--- src/rtl/iterative_alu_if.sv ---
// rtl/iterative_alu_if.sv - request/result bundle between operand muxes, iterative_alu and writeback
interface iterative_alu_if #(
   parameter int NBits = 32
);
   logic             Start;
   logic [3:0]       ALUOperation;
   logic [NBits-1:0] A;
   logic [NBits-1:0] B;
   logic [4:0]       Shamt;
   logic             Busy;
   logic             Done;
   logic [NBits-1:0] ALUResult;
   logic             Zero;
   logic             Invalid;

   modport master (
      output Start, ALUOperation, A, B, Shamt,
      input  Busy, Done, ALUResult, Zero, Invalid
   );

   modport slave (
      input  Start, ALUOperation, A, B, Shamt,
      output Busy, Done, ALUResult, Zero, Invalid
   );
endinterface

--- src/rtl/iterative_alu.sv ---
// rtl/iterative_alu.sv - registered ALU with one-bit-per-cycle SLL/SRL and Start/Busy/Done handshake
module iterative_alu #(
   parameter int NBits = 32
) (
   input  logic          clk,
   input  logic          reset,
   iterative_alu_if.slave bus
);
   typedef enum logic [1:0] {IDLE, SHIFT, DONE} state_t;

   localparam logic [3:0] OP_SLL = 4'b0000;
   localparam logic [3:0] OP_SRL = 4'b0001;
   localparam logic [3:0] OP_LUI = 4'b0010;
   localparam logic [3:0] OP_ADD = 4'b0011;
   localparam logic [3:0] OP_AND = 4'b0101;
   localparam logic [3:0] OP_NOR = 4'b0111;
   localparam logic [3:0] OP_OR  = 4'b1000;

   state_t           state_q, state_d;
   logic [NBits-1:0] acc_q, acc_d;
   logic [4:0]       cnt_q, cnt_d;
   logic             dir_q, dir_d;
   logic [NBits-1:0] result_q, result_d;
   logic             zero_q, zero_d;
   logic             invalid_q, invalid_d;

   logic [NBits-1:0] alu_val;
   logic             alu_inv;
   logic [NBits-1:0] acc_shifted;
   logic             load;

   always_comb begin
      alu_val = '0;
      alu_inv = 1'b0;
      case (bus.ALUOperation)
         OP_LUI:  alu_val = {bus.B[15:0], {(NBits-16){1'b0}}};
         OP_ADD:  alu_val = bus.A + bus.B;
         OP_AND:  alu_val = bus.A & bus.B;
         OP_NOR:  alu_val = ~(bus.A | bus.B);
         OP_OR:   alu_val = bus.A | bus.B;
         default: alu_inv = 1'b1;
      endcase
   end

   // dir_q=1 selects a logical right shift (SRL), else left (SLL)
   assign acc_shifted = dir_q ? (acc_q >> 1) : (acc_q << 1);

   always_comb begin
      state_d   = state_q;
      acc_d     = acc_q;
      cnt_d     = cnt_q;
      dir_d     = dir_q;
      result_d  = result_q;
      invalid_d = invalid_q;
      load      = 1'b0;
      case (state_q)
         IDLE: begin
            if (bus.Start) begin
               if (bus.ALUOperation == OP_SLL || bus.ALUOperation == OP_SRL) begin
                  if (bus.Shamt == 5'd0) begin
                     result_d  = bus.B;
                     invalid_d = 1'b0;
                     load      = 1'b1;
                     state_d   = DONE;
                  end else begin
                     acc_d   = bus.B;
                     cnt_d   = bus.Shamt;
                     dir_d   = bus.ALUOperation[0];
                     state_d = SHIFT;
                  end
               end else begin
                  result_d  = alu_val;
                  invalid_d = alu_inv;
                  load      = 1'b1;
                  state_d   = DONE;
               end
            end
         end
         SHIFT: begin
            acc_d = acc_shifted;
            cnt_d = cnt_q - 5'd1;
            if (cnt_q == 5'd1) begin
               result_d  = acc_shifted;
               invalid_d = 1'b0;
               load      = 1'b1;
               state_d   = DONE;
            end
         end
         DONE:    state_d = IDLE;
         default: state_d = IDLE;
      endcase
      zero_d = load ? (result_d == '0) : zero_q;
   end

   always_ff @(posedge clk) begin
      if (!reset) begin
         state_q   <= IDLE;
         acc_q     <= '0;
         cnt_q     <= '0;
         dir_q     <= 1'b0;
         result_q  <= '0;
         zero_q    <= 1'b1;
         invalid_q <= 1'b0;
      end else begin
         state_q   <= state_d;
         acc_q     <= acc_d;
         cnt_q     <= cnt_d;
         dir_q     <= dir_d;
         result_q  <= result_d;
         zero_q    <= zero_d;
         invalid_q <= invalid_d;
      end
   end

   assign bus.Busy      = (state_q != IDLE);
   assign bus.Done      = (state_q == DONE);
   assign bus.ALUResult = result_q;
   assign bus.Zero      = zero_q;
   assign bus.Invalid   = invalid_q;
endmodule

--- src/flat_wrapper.sv ---
// flat-port wrapper written by rule: the top's interface ports become plain ports
module iterative_alu_flat 
#(
   parameter int NBits = 32
)
  (clk, reset, bus_Start, bus_ALUOperation, bus_A, bus_B, bus_Shamt, bus_Busy, bus_Done, bus_ALUResult, bus_Zero, bus_Invalid);
  iterative_alu_if #(.NBits(NBits)) bus_i ();
  input  logic clk;
  input  logic reset;
  input wire logic [$bits(bus_i.Start)-1:0] bus_Start;
  input wire logic [$bits(bus_i.ALUOperation)-1:0] bus_ALUOperation;
  input wire logic [$bits(bus_i.A)-1:0] bus_A;
  input wire logic [$bits(bus_i.B)-1:0] bus_B;
  input wire logic [$bits(bus_i.Shamt)-1:0] bus_Shamt;
  output wire logic [$bits(bus_i.Busy)-1:0] bus_Busy;
  output wire logic [$bits(bus_i.Done)-1:0] bus_Done;
  output wire logic [$bits(bus_i.ALUResult)-1:0] bus_ALUResult;
  output wire logic [$bits(bus_i.Zero)-1:0] bus_Zero;
  output wire logic [$bits(bus_i.Invalid)-1:0] bus_Invalid;
  assign bus_i.Start = bus_Start;
  assign bus_i.ALUOperation = bus_ALUOperation;
  assign bus_i.A = bus_A;
  assign bus_i.B = bus_B;
  assign bus_i.Shamt = bus_Shamt;
  assign bus_Busy = bus_i.Busy;
  assign bus_Done = bus_i.Done;
  assign bus_ALUResult = bus_i.ALUResult;
  assign bus_Zero = bus_i.Zero;
  assign bus_Invalid = bus_i.Invalid;
  iterative_alu #(.NBits(NBits)) u_core (.clk(clk), .reset(reset), .bus(bus_i));
endmodule
--- config.mk ---
export PLATFORM = sky130hd
export DESIGN_NAME = iterative_alu_flat
export DESIGN_NICKNAME = d
export VERILOG_FILES = /design/src/rtl/iterative_alu_if.sv /design/src/rtl/iterative_alu.sv /design/src/flat_wrapper.sv
export SDC_FILE = /design/constraint.sdc
export NUM_CORES = 1
export LEC_CHECK = 0
export ABC_AREA = 0
export CORE_MARGIN = 1.5
export CORE_UTILIZATION = 30
export CTS_CLUSTER_DIAMETER = 100
export CTS_CLUSTER_SIZE = 10
export DETAILED_ROUTE_END_ITERATION = 10
export PLACE_DENSITY = 0.46
export SYNTH_ARGS = -nofsm -noshare
export SYNTH_HDL_FRONTEND = slang
export SYNTH_SLANG_ARGS = --single-unit
--- constraint.sdc ---
create_clock -name clk -period 4.5 [get_ports clk]
set_input_delay 0.9 -clock clk [delete_from_list [all_inputs] [get_ports clk]]
set_output_delay 0.9 -clock clk [all_outputs]
set_load 0.01 [all_outputs]
== Yosys cells after proc, flatten, opt, wreduce, memory -nomap -nowiden ==
Index checks and enable logic that the tools add are counted.

* Logic and storage cells: 70
* Bits of input ports: 76
* Bits in registers: 74

* $add $sub $neg: 2
* Reduce and logical (&&, ||, !) cells: 12
* Equality and inequality tests: 14
* Bitwise operators: 4
* Multiplexer cells: 31

{| class="wikitable"
|+ Operators with widths
! operator !! number
|-
| $mux 32 || 8
|-
| $pmux 32 s5 || 1
|-
| $pmux 32 s2 || 2
|-
| $add 32x32->32 || 1
|-
| $and 32x32->32 || 1
|-
| $logic_not 32->1 || 1
|-
| $not 32->32 || 1
|-
| $or 32x32->32 || 1
|-
| $mux 5 || 3
|-
| $reduce_and 4->1 || 3
|-
| $pmux 5 s2 || 1
|-
| $mux 1 || 9
|-
| $eq 4x2->1 const B || 2
|-
| $eq 4x3->1 const B || 2
|-
| $mux 2 || 4
|-
| $eq 5x1->1 const B || 1
|-
| $logic_not 5->1 || 1
|-
| $reduce_or 5->1 || 1
|-
| $sub 5x1->5 const B || 1
|-
| $eq 4x1->1 const B || 1
|-
| $eq 4x4->1 const B || 1
|-
| $logic_not 4->1 || 1
|-
| $ne 2x1->1 const B || 2
|-
| $ne 2x2->1 const B || 2
|-
| other kinds (10) || 12
|}

== Logic depth before layout (Yosys ltp) ==
Gate-level depths: netlist (run 1).

* Depth after elaboration: 7
* Mapped depth: 15
* Mapped depth without buffers: 14

== Least setup slack after synthesis (run 1) ==
OpenSTA, ideal clock, no wires.

* Path type: input port to flip-flop
* Start point: in bus_B[1]
* End point: reg u_core.zero_q (netlist: u_core.bus.Zero)
* Data arrival time: 3.750 ns
* Library setup time: 0.059 ns
* Cell stages on the path: 13
* Setup slack: 0.690 ns
* Buffers on the path: 0
* Path through: inv_1 > ha_1 > a211oi_1 > nor3b_1 > o21ba_2 > a31o_2 > or4b_1 > or3b_1 > a2111o_1 > nor4_2 > nand4b_1 > nor4_1 > a41o_1

* Cells in the longest elaborated chain, start to end: 7
* Elaborated cells between the ends (all ways): 10
* Classes of those cells: add/sub: 1; mux: 5; bitwise: 3; reduce/logical: 1

{| class="wikitable"
|+ Ends and longest elaborated chain
! item !! line !! text
|-
| from (decl) || flat_wrapper.sv:13 || <nowiki>input wire logic [$bits(bus_i.B)-1:0] bus_B;</nowiki>
|-
| parallel branches: the longest is 3 deep, another holds $add 32x32->32 || -- ||
|-
| $mux 32 (*) || iterative_alu.sv:59 || <nowiki>if (bus.ALUOperation == OP_SLL || bus.ALUOperation == OP_SRL) begin</nowiki>
|-
| $mux 32 (*) || iterative_alu.sv:58 || <nowiki>if (bus.Start) begin</nowiki>
|-
| $pmux 32 s2 (*) || iterative_alu.sv:56 || <nowiki>case (state_q)</nowiki>
|-
| $logic_not 32->1 (*) || iterative_alu.sv:92 || <nowiki>zero_d = load ? (result_d == '0) : zero_q;</nowiki>
|-
| to (signal assigned) || iterative_alu.sv:110 || <nowiki>zero_q <= zero_d;</nowiki>
|-
| to (decl) || iterative_alu.sv:24 || <nowiki>logic zero_q, zero_d;</nowiki>
|}

Every way passes the cells marked *.
A chain may end at the register's enable or synchronous reset.

== Final worst setup path (run 1) ==
* Start point: in bus_B[3]
* End point: reg u_core.zero_q (netlist: u_core.bus.Zero)

The elaborated chain is that of the path after synthesis.

==> flow_summary.yaml, run 1 <==
logic_synthesis:
  synth_seq_cells: 74
  yosys_warnings: 0
  synth_top_area_share_pct: 18.2
  synth_edf_count: 0
  ys.flop_type: "dfxtp_1"
  async_flop_share_pct: 0
  ys_seq_area_share_pct: 18.2
  synth_area_leaders: "dfxtp_1 18%, ha_1 10%, nand2_1 7.8%"
  synthesis.area_um2: 8150
  synth_nets: 1324
  synthDistinctLibCells: 79
  synth_common_cells: "169 x nand2_1, 105 x nor2_1, 98 x o21ai_0"
  syn-instance-count: 1181
  synth_most_common_cell: "nand2_1"
  synth_top_cell_by_area: "dfxtp_1"
  avgSynthCellArea_um2: 6.90
die:
  dieArea_um2: 28200
  die_x_um: 168
  num_rows: 60
  die_h_um: 168
  initial_utilization_pct: 30.4
  ios: 112
  coreArea_um2: 26800
sta:
  tightest_slew_ns: 0.795
  rsz0062_at_grt: "false"
  period_share_pct: 97.1
  finalSetupTns_ns: 0
  relSlewSlack_pct: 46.8
  final-hold-violation-count: 0
  skew_ns: 0.00618
  clock.fmax_ghz: 0.229
  fin_crit_ns: 4.37
  drv_slew: 0
  setup_violations: 0
  setup_ws_ns: 0.133
finish:
  fillers: 2837
  syn_to_final_growth_pct: 33.3
  diodes: 0
  drive_above_1_share_pct: 14.5
  fin_nets: 1514
worst_setup_path:
  r2r_start: "u_core.cnt_q[0]$_SDFFE_PN0P_"
  rr_endpoint: "u_core.bus.Zero$_SDFFE_PN1P_"
  criticalPathCategory: "input port to register"
  reg2regPathDepth: 12
  slowest_stage: "clkdlybuf4s50_1"
  crit_arrival_ns: 4.65
  end_kind: "register"
  rrSetupSlack_ns: 0.72
  path_cells: "clkdlybuf4s50_1 -> inv_1 -> ha_1 -> o21ai_0 -> nor4_2 -> buf_4 -> o31ai_2 -> a211oi_1 -> buf_4 -> buf_4 -> mux2i_1 -> a22oi_1 -> nor4_2 -> nand4b_1 -> nor4_1 -> a41o_1"
  required_ns: 4.78
  crit_top_cell: "buf_4"
  crit_path_start_kind: "input port"
  cp_max_fo: 4
  max_stage_delay_ns: 0.48
clock_tree:
  path_clk_slew_ns: 0.06
  cts_sinks: 74
  cts_hold_buf: 0
  cts_htree_levels: 3
  clk_latency_ns: 0.34
  root_buffer: "clkbuf_16"
  clockBufferDepth: 2
  tritoncts: "done"
  numCtsBuffers: 9
placement:
  dpl.hpwl_um: 32400
  dpl_worst_slack_ns: -0.295
  io_buffer_count: 111
  gp_congestion: 0.959
route:
  vias_per_cell: 5.72
  drt-total-wl_um: 40500
  vias: 9811
  first_iter_violations: 1161
  drtAntennaViolNets: 0
  dr.pass1.iters: 6
  drc: 0
  wl_per_cell_um: 23.6
power:
  p_clk_share_pct: 31.0
  comb_power_share_pct: 39.7
  ir_drop_mv: 0.166
  power_mw: 2.45
  netSwitchingFraction_pct: 36.0
  power_leakage_nw: 4.39
  p_switching_mw: 0.883
  intPower_mw: 1.57
  seq_power_share_pct: 29.3
  p_per_area_nw_per_um2: 226
min_path:
  hold_path_depth: 2
  hp-class: "register to register"
  min_to: "u_core.acc_q[4]$_SDFFE_PN0P_"
  worstHoldStart: "u_core.acc_q[4]$_SDFFE_PN0P_"
flow_run:
  cap_violations: 0
global_routing:
  antenna_found_initial: 0
  grt_start_max_net_pins: 59
  grt_pass1_wl_um: 60000
  grt_pass1_vias: 9193
  overflow: 0
  groute.usage.overall_pct: 28.3
outcome:
  status: "finished clean"
[through the flow]
stage / instance area [um^2] / util, % / hold slack, ns / std cells
floorplan: 8150 / - / 0.441 / 1181
global placement: 10500 / 39.3 / 0.456 / 1701
detailed placement: 10500 / 39.3 / 0.462 / 1701
CTS: 10800 / 40.4 / 0.470 / 1716
global route: 10900 / 40.5 / 0.483 / 1716
finish: 10900 / 40.5 / 0.472 / 1716
[cell usage in the layout, fill, tap and decap left out, types with 30 or more instances in the layout]
cell type | synthesis | final
nor2_1 | 105 | 104
buf_4 | 0 | 147
o211ai_1 | 35 | 35
dfxtp_1 | 74 | 73
mux2i_1 | 38 | 38
a31oi_1 | 30 | 30
ha_1 | 66 | 66
nand2_1 | 169 | 169
o21ai_0 | 98 | 98
inv_1 | 80 | 80
clkdlybuf4s50_1 | 0 | 111
a21oi_1 | 91 | 91
[power groups by stage]
stage / combinational, mW / sequential (mW) / clock [mW]
after global placement: 0.951 / 0.733 / 0
after CTS: 0.948 / 0.718 / 0.763
after floorplan: 0.493 / 0.723 / 0
after global routing: 1.04 / 0.721 / 0.786
after detailed placement: 0.943 / 0.733 / 0
final: 0.974 / 0.719 / 0.760
[area by class of cell]
class,instances,area [um^2],share of cell area [%]
Clock buffer,13,270,2.49
Clock inverter,2,35.0,0.323
Inverter,81,304,2.80
Multi-Input combinational cell,945,6090,56.0
Tap cell,341,427,3.93
Timing Repair Buffer,260,2250,20.8
Sequential cell,74,1480,13.7
[logic make-up after synthesis]
family                     synth area share (%)
buffers and inverters                      7.69
DFF                                        18.2
and+or+nand+nor                            22.5
muxes                                      5.91
adders and majority gates                  10.4
xor gates and xnor gates                   1.72
AOI/OAI and AO/OA                          33.7
[worst max path at each step]
stage	to	from	depth (start not counted)
finish	u_core.bus.Zero$_SDFFE_PN1P_	bus_B[3]	16
global placement	u_core.bus.Zero$_SDFFE_PN1P_	bus_B[8]	16
global route	u_core.bus.Zero$_SDFFE_PN1P_	bus_B[2]	16
detailed placement	u_core.bus.Zero$_SDFFE_PN1P_	bus_B[2]	16
floorplan	u_core.bus.Zero$_SDFFE_PN1P_	bus_B[1]	13
CTS	u_core.bus.Zero$_SDFFE_PN1P_	bus_B[8]	16
[flip-flops by register name, indices dropped and copies added (netlist names)]
signal	count
u_core.acc_q	32
u_core.bus.ALUResult	32
u_core.cnt_q	5
u_core.state_q	2
u_core.bus.Invalid	1
u_core.bus.Zero	1
u_core.dir_q	1
[worst max-delay path, delay by kind of cell]
family | cells | cell delay [ns]
buf+inv | 5 | 0.99
mux | 1 | 0.24
simple gates | 4 | 1.13
fa+ha+maj | 1 | 0.37
compound gates | 5 | 1.02
[timing repair]
action | 4_1_cts | 5_1_grt
setup buffers | 0 | 0
resized for setup | 0 | 5
endpoints found under the hold margin | 0 | 0
setup endpoints to repair | 0 | 1
[layer usage]
metal | vias to the layer above | global-route usage [%] | part of all wire (%)
met5 | - | 0 | 0
met4 | 0 | 5.25 | 1.3
met3 | 32 | 4.72 | 8.2
met2 | 422 | 41.4 | 42
met1 | 4683 | 43.0 | 49
li1 | 4674 | - | -
Power figures use the tool's default switching activity.
==> run 2: changes to the inputs <==
--- a/config.mk
+++ b/config.mk
@@ -12,6 +12,7 @@
 export CTS_CLUSTER_SIZE = 10
 export DETAILED_ROUTE_END_ITERATION = 10
 export PLACE_DENSITY = 0.46
+export SLEW_MARGIN = 20
 export SYNTH_ARGS = -nofsm -noshare
 export SYNTH_HDL_FRONTEND = slang
 export SYNTH_SLANG_ARGS = --single-unit
==> constraint.sdc (replaced) <==
create_clock -name clk -period 4.25 [get_ports clk]
set_input_delay 0.85 -clock clk [delete_from_list [all_inputs] [get_ports clk]]
set_output_delay 0.85 -clock clk [all_outputs]
set_load 0.01 [all_outputs]
==> flow_summary.yaml, run 2 (same netlist as run 1, synthesis figures left out) <==
outcome:
  status: "finished clean"
worst_setup_path:
  rr_endpoint: "u_core.bus.Zero$_SDFFE_PN1P_"
  rrSetupSlack_ns: 0.51
  criticalPathCategory: "input port to register"
  end_kind: "register"
  reg2regPathDepth: 13
  required_ns: 4.54
  cp_max_fo: 9
  crit_arrival_ns: 4.47
  crit_path_start_kind: "input port"
  r2r_start: "u_core.state_q[1]$_SDFFE_PN0P_"
route:
  dr.pass1.iters: 7
  vias: 10052
  drtAntennaViolNets: 0
  first_iter_violations: 982
  wl_per_cell_um: 23.3
  drt-total-wl_um: 41100
  vias_per_cell: 5.69
  drc: 0
global_routing:
  antenna_found_initial: 0
  groute.usage.overall_pct: 28.9
  grt_start_max_net_pins: 59
  overflow: 0
  grt_pass1_vias: 9470
  grt_pass1_wl_um: 61100
finish:
  fillers: 2834
  finalNonFillerCells: 1766
  diodes: 0
  fin_nets: 1563
  drive_above_1_share_pct: 19.4
  mostFrequentLayoutCells: "194 x buf_4, 169 x nand2_1, 106 x clkdlybuf4s50_1"
  layout_commonest_cell: "buf_4"
  syn_to_final_growth_pct: 39.7
sta:
  period_share_pct: 98.4
  tightest_slew_ns: 0.816
  final-hold-violation-count: 0
  drv_slew: 0
  skew_ns: 0.00947
  relSlewSlack_pct: 45.5
  fin_crit_ns: 4.18
  clock.fmax_ghz: 0.239
  finalSetupTns_ns: 0
  setup_violations: 0
die:
  ios: 112
  dieArea_um2: 28200
  initial_utilization_pct: 30.4
  coreArea_um2: 26800
  die_x_um: 168
  num_rows: 60
  die_h_um: 168
clock_tree:
  numCtsBuffers: 9
  root_buffer: "clkbuf_16"
  clk_latency_ns: 0.34
  cts_hold_buf: 0
  path_clk_slew_ns: 0.06
  cts_sinks: 74
  tritoncts: "done"
  clockBufferDepth: 2
  cts_htree_levels: 3
flow_run:
  cap_violations: 0
power:
  power_leakage_nw: 4.67
  p_per_area_nw_per_um2: 229
  ir_drop_mv: 0.187
placement:
  dp.cells: 1747
  gp_congestion: 0.955
  dpl.hpwl_um: 33100
  io_buffer_count: 111
min_path:
  hold_path_depth: 2
  worstHoldStart: "u_core.acc_q[20]$_SDFFE_PN0P_"
  min_to: "u_core.acc_q[20]$_SDFFE_PN0P_"
  hp-class: "register to register"
[run 2: changes by cell type in the layout (fill, tap and decap cells not counted), sizes merged, moves of 3 or more]
cell and change:
clkdlybuf4s50 -5, clkinvlp +3, clkbuf -3, buf +49
dlymetal6s2s +5
[run 2: per-stage QoR]
| stage | util (%) | setup slack (ns) | cell area [um^2] | total power [mW] | hold WS [ns] |
|---|---|---|---|---|---|
| after detailed placement | 40.7 | -0.413 | 10900 | 1.82 | 0.462 |
| after global routing | 42.5 | -0.0313 | 11400 | 2.73 | 0.490 |
| after global placement | 40.7 | -0.365 | 10900 | 1.83 | 0.453 |
| after CTS | 41.8 | 0.0278 | 11200 | 2.56 | 0.471 |
| after floorplan | - | 0.490 | 8150 | 1.29 | 0.441 |
| final | 42.5 | 0.0671 | 11400 | 2.61 | 0.469 |
[run 2: worst max-delay path by stage]
stage / startpoint / endpoint / slack, ns / cells past startpoint
final: bus_Shamt[0] / u_core.bus.Zero$_SDFFE_PN1P_ / 0.07 / 12
after global routing: bus_A[3] / u_core.bus.Zero$_SDFFE_PN1P_ / -0.03 / 17
after CTS: bus_B[2] / u_core.bus.Zero$_SDFFE_PN1P_ / 0.03 / 16
after detailed placement: bus_B[2] / u_core.bus.Zero$_SDFFE_PN1P_ / -0.41 / 15
after global placement: bus_A[0] / u_core.bus.Zero$_SDFFE_PN1P_ / -0.37 / 17
after floorplan: bus_B[1] / u_core.bus.Zero$_SDFFE_PN1P_ / 0.49 / 13
[run 2: critical path, cell delays in order]
cell             delay [ns]
clkdlybuf4s50_1        0.42
or4_4                  0.63
or2_1                  0.42
a311o_1                0.43
a222oi_1               0.26
buf_4                  0.18
o221a_1                0.17
nand4_1                0.14
nor4_2                 0.31
nand4b_1               0.18
nor4_2                 0.28
a41o_1                 0.18
[run 2: cell type report]
type,count,area [um^2],share of cell area (%)
well taps,341,427,3.75
repair buffers,309,2660,23.4
multi-input cells,945,6230,54.7
inverters,81,304,2.67
clock buffers,10,239,2.10
flip-flops and latches,74,1480,13.0
clock inverters,6,41.3,0.363
[run 2: what timing repair did]
| action | CTS | global route |
|---|---|---|
| buffers inserted | 0 | 4 |
| pin swaps | 0 | 20 |
| endpoints found under the setup margin | 1 | 2 |
| resized for setup | 3 | 40 |
| cloned | 0 | 0 |
[run 2: metal layers]
| layer | wire length (um) | GRT usage (%) | up-vias |
|---|---|---|---|
| met2 | 17400 | 43.1 | 410 |
| met1 | 19500 | 42.3 | 4844 |
| met5 | 0 | 0 | - |
| met3 | 3590 | 6.44 | 30 |
| li1 | - | - | 4768 |
| met4 | 550 | 5.41 | 0 |
[run 2: where the power goes]
part,total [mW],switching (mW),internal [mW]
combinational,1.10,0.612,0.490
clock,0.743,0.331,0.412
sequential,0.762,0.0391,0.723
total,2.61,0.983,1.63
==> run 3: changes to the inputs <==
--- a/config.mk
+++ b/config.mk
@@ -6,6 +6,7 @@
 export NUM_CORES = 1
 export LEC_CHECK = 0
 export ABC_AREA = 0
+export CAP_MARGIN = 20
 export CORE_MARGIN = 1.5
 export CORE_UTILIZATION = 30
 export CTS_CLUSTER_DIAMETER = 100
==> results of run 3 <==
Final layout, timing and power as in run 2 (identical DEF).
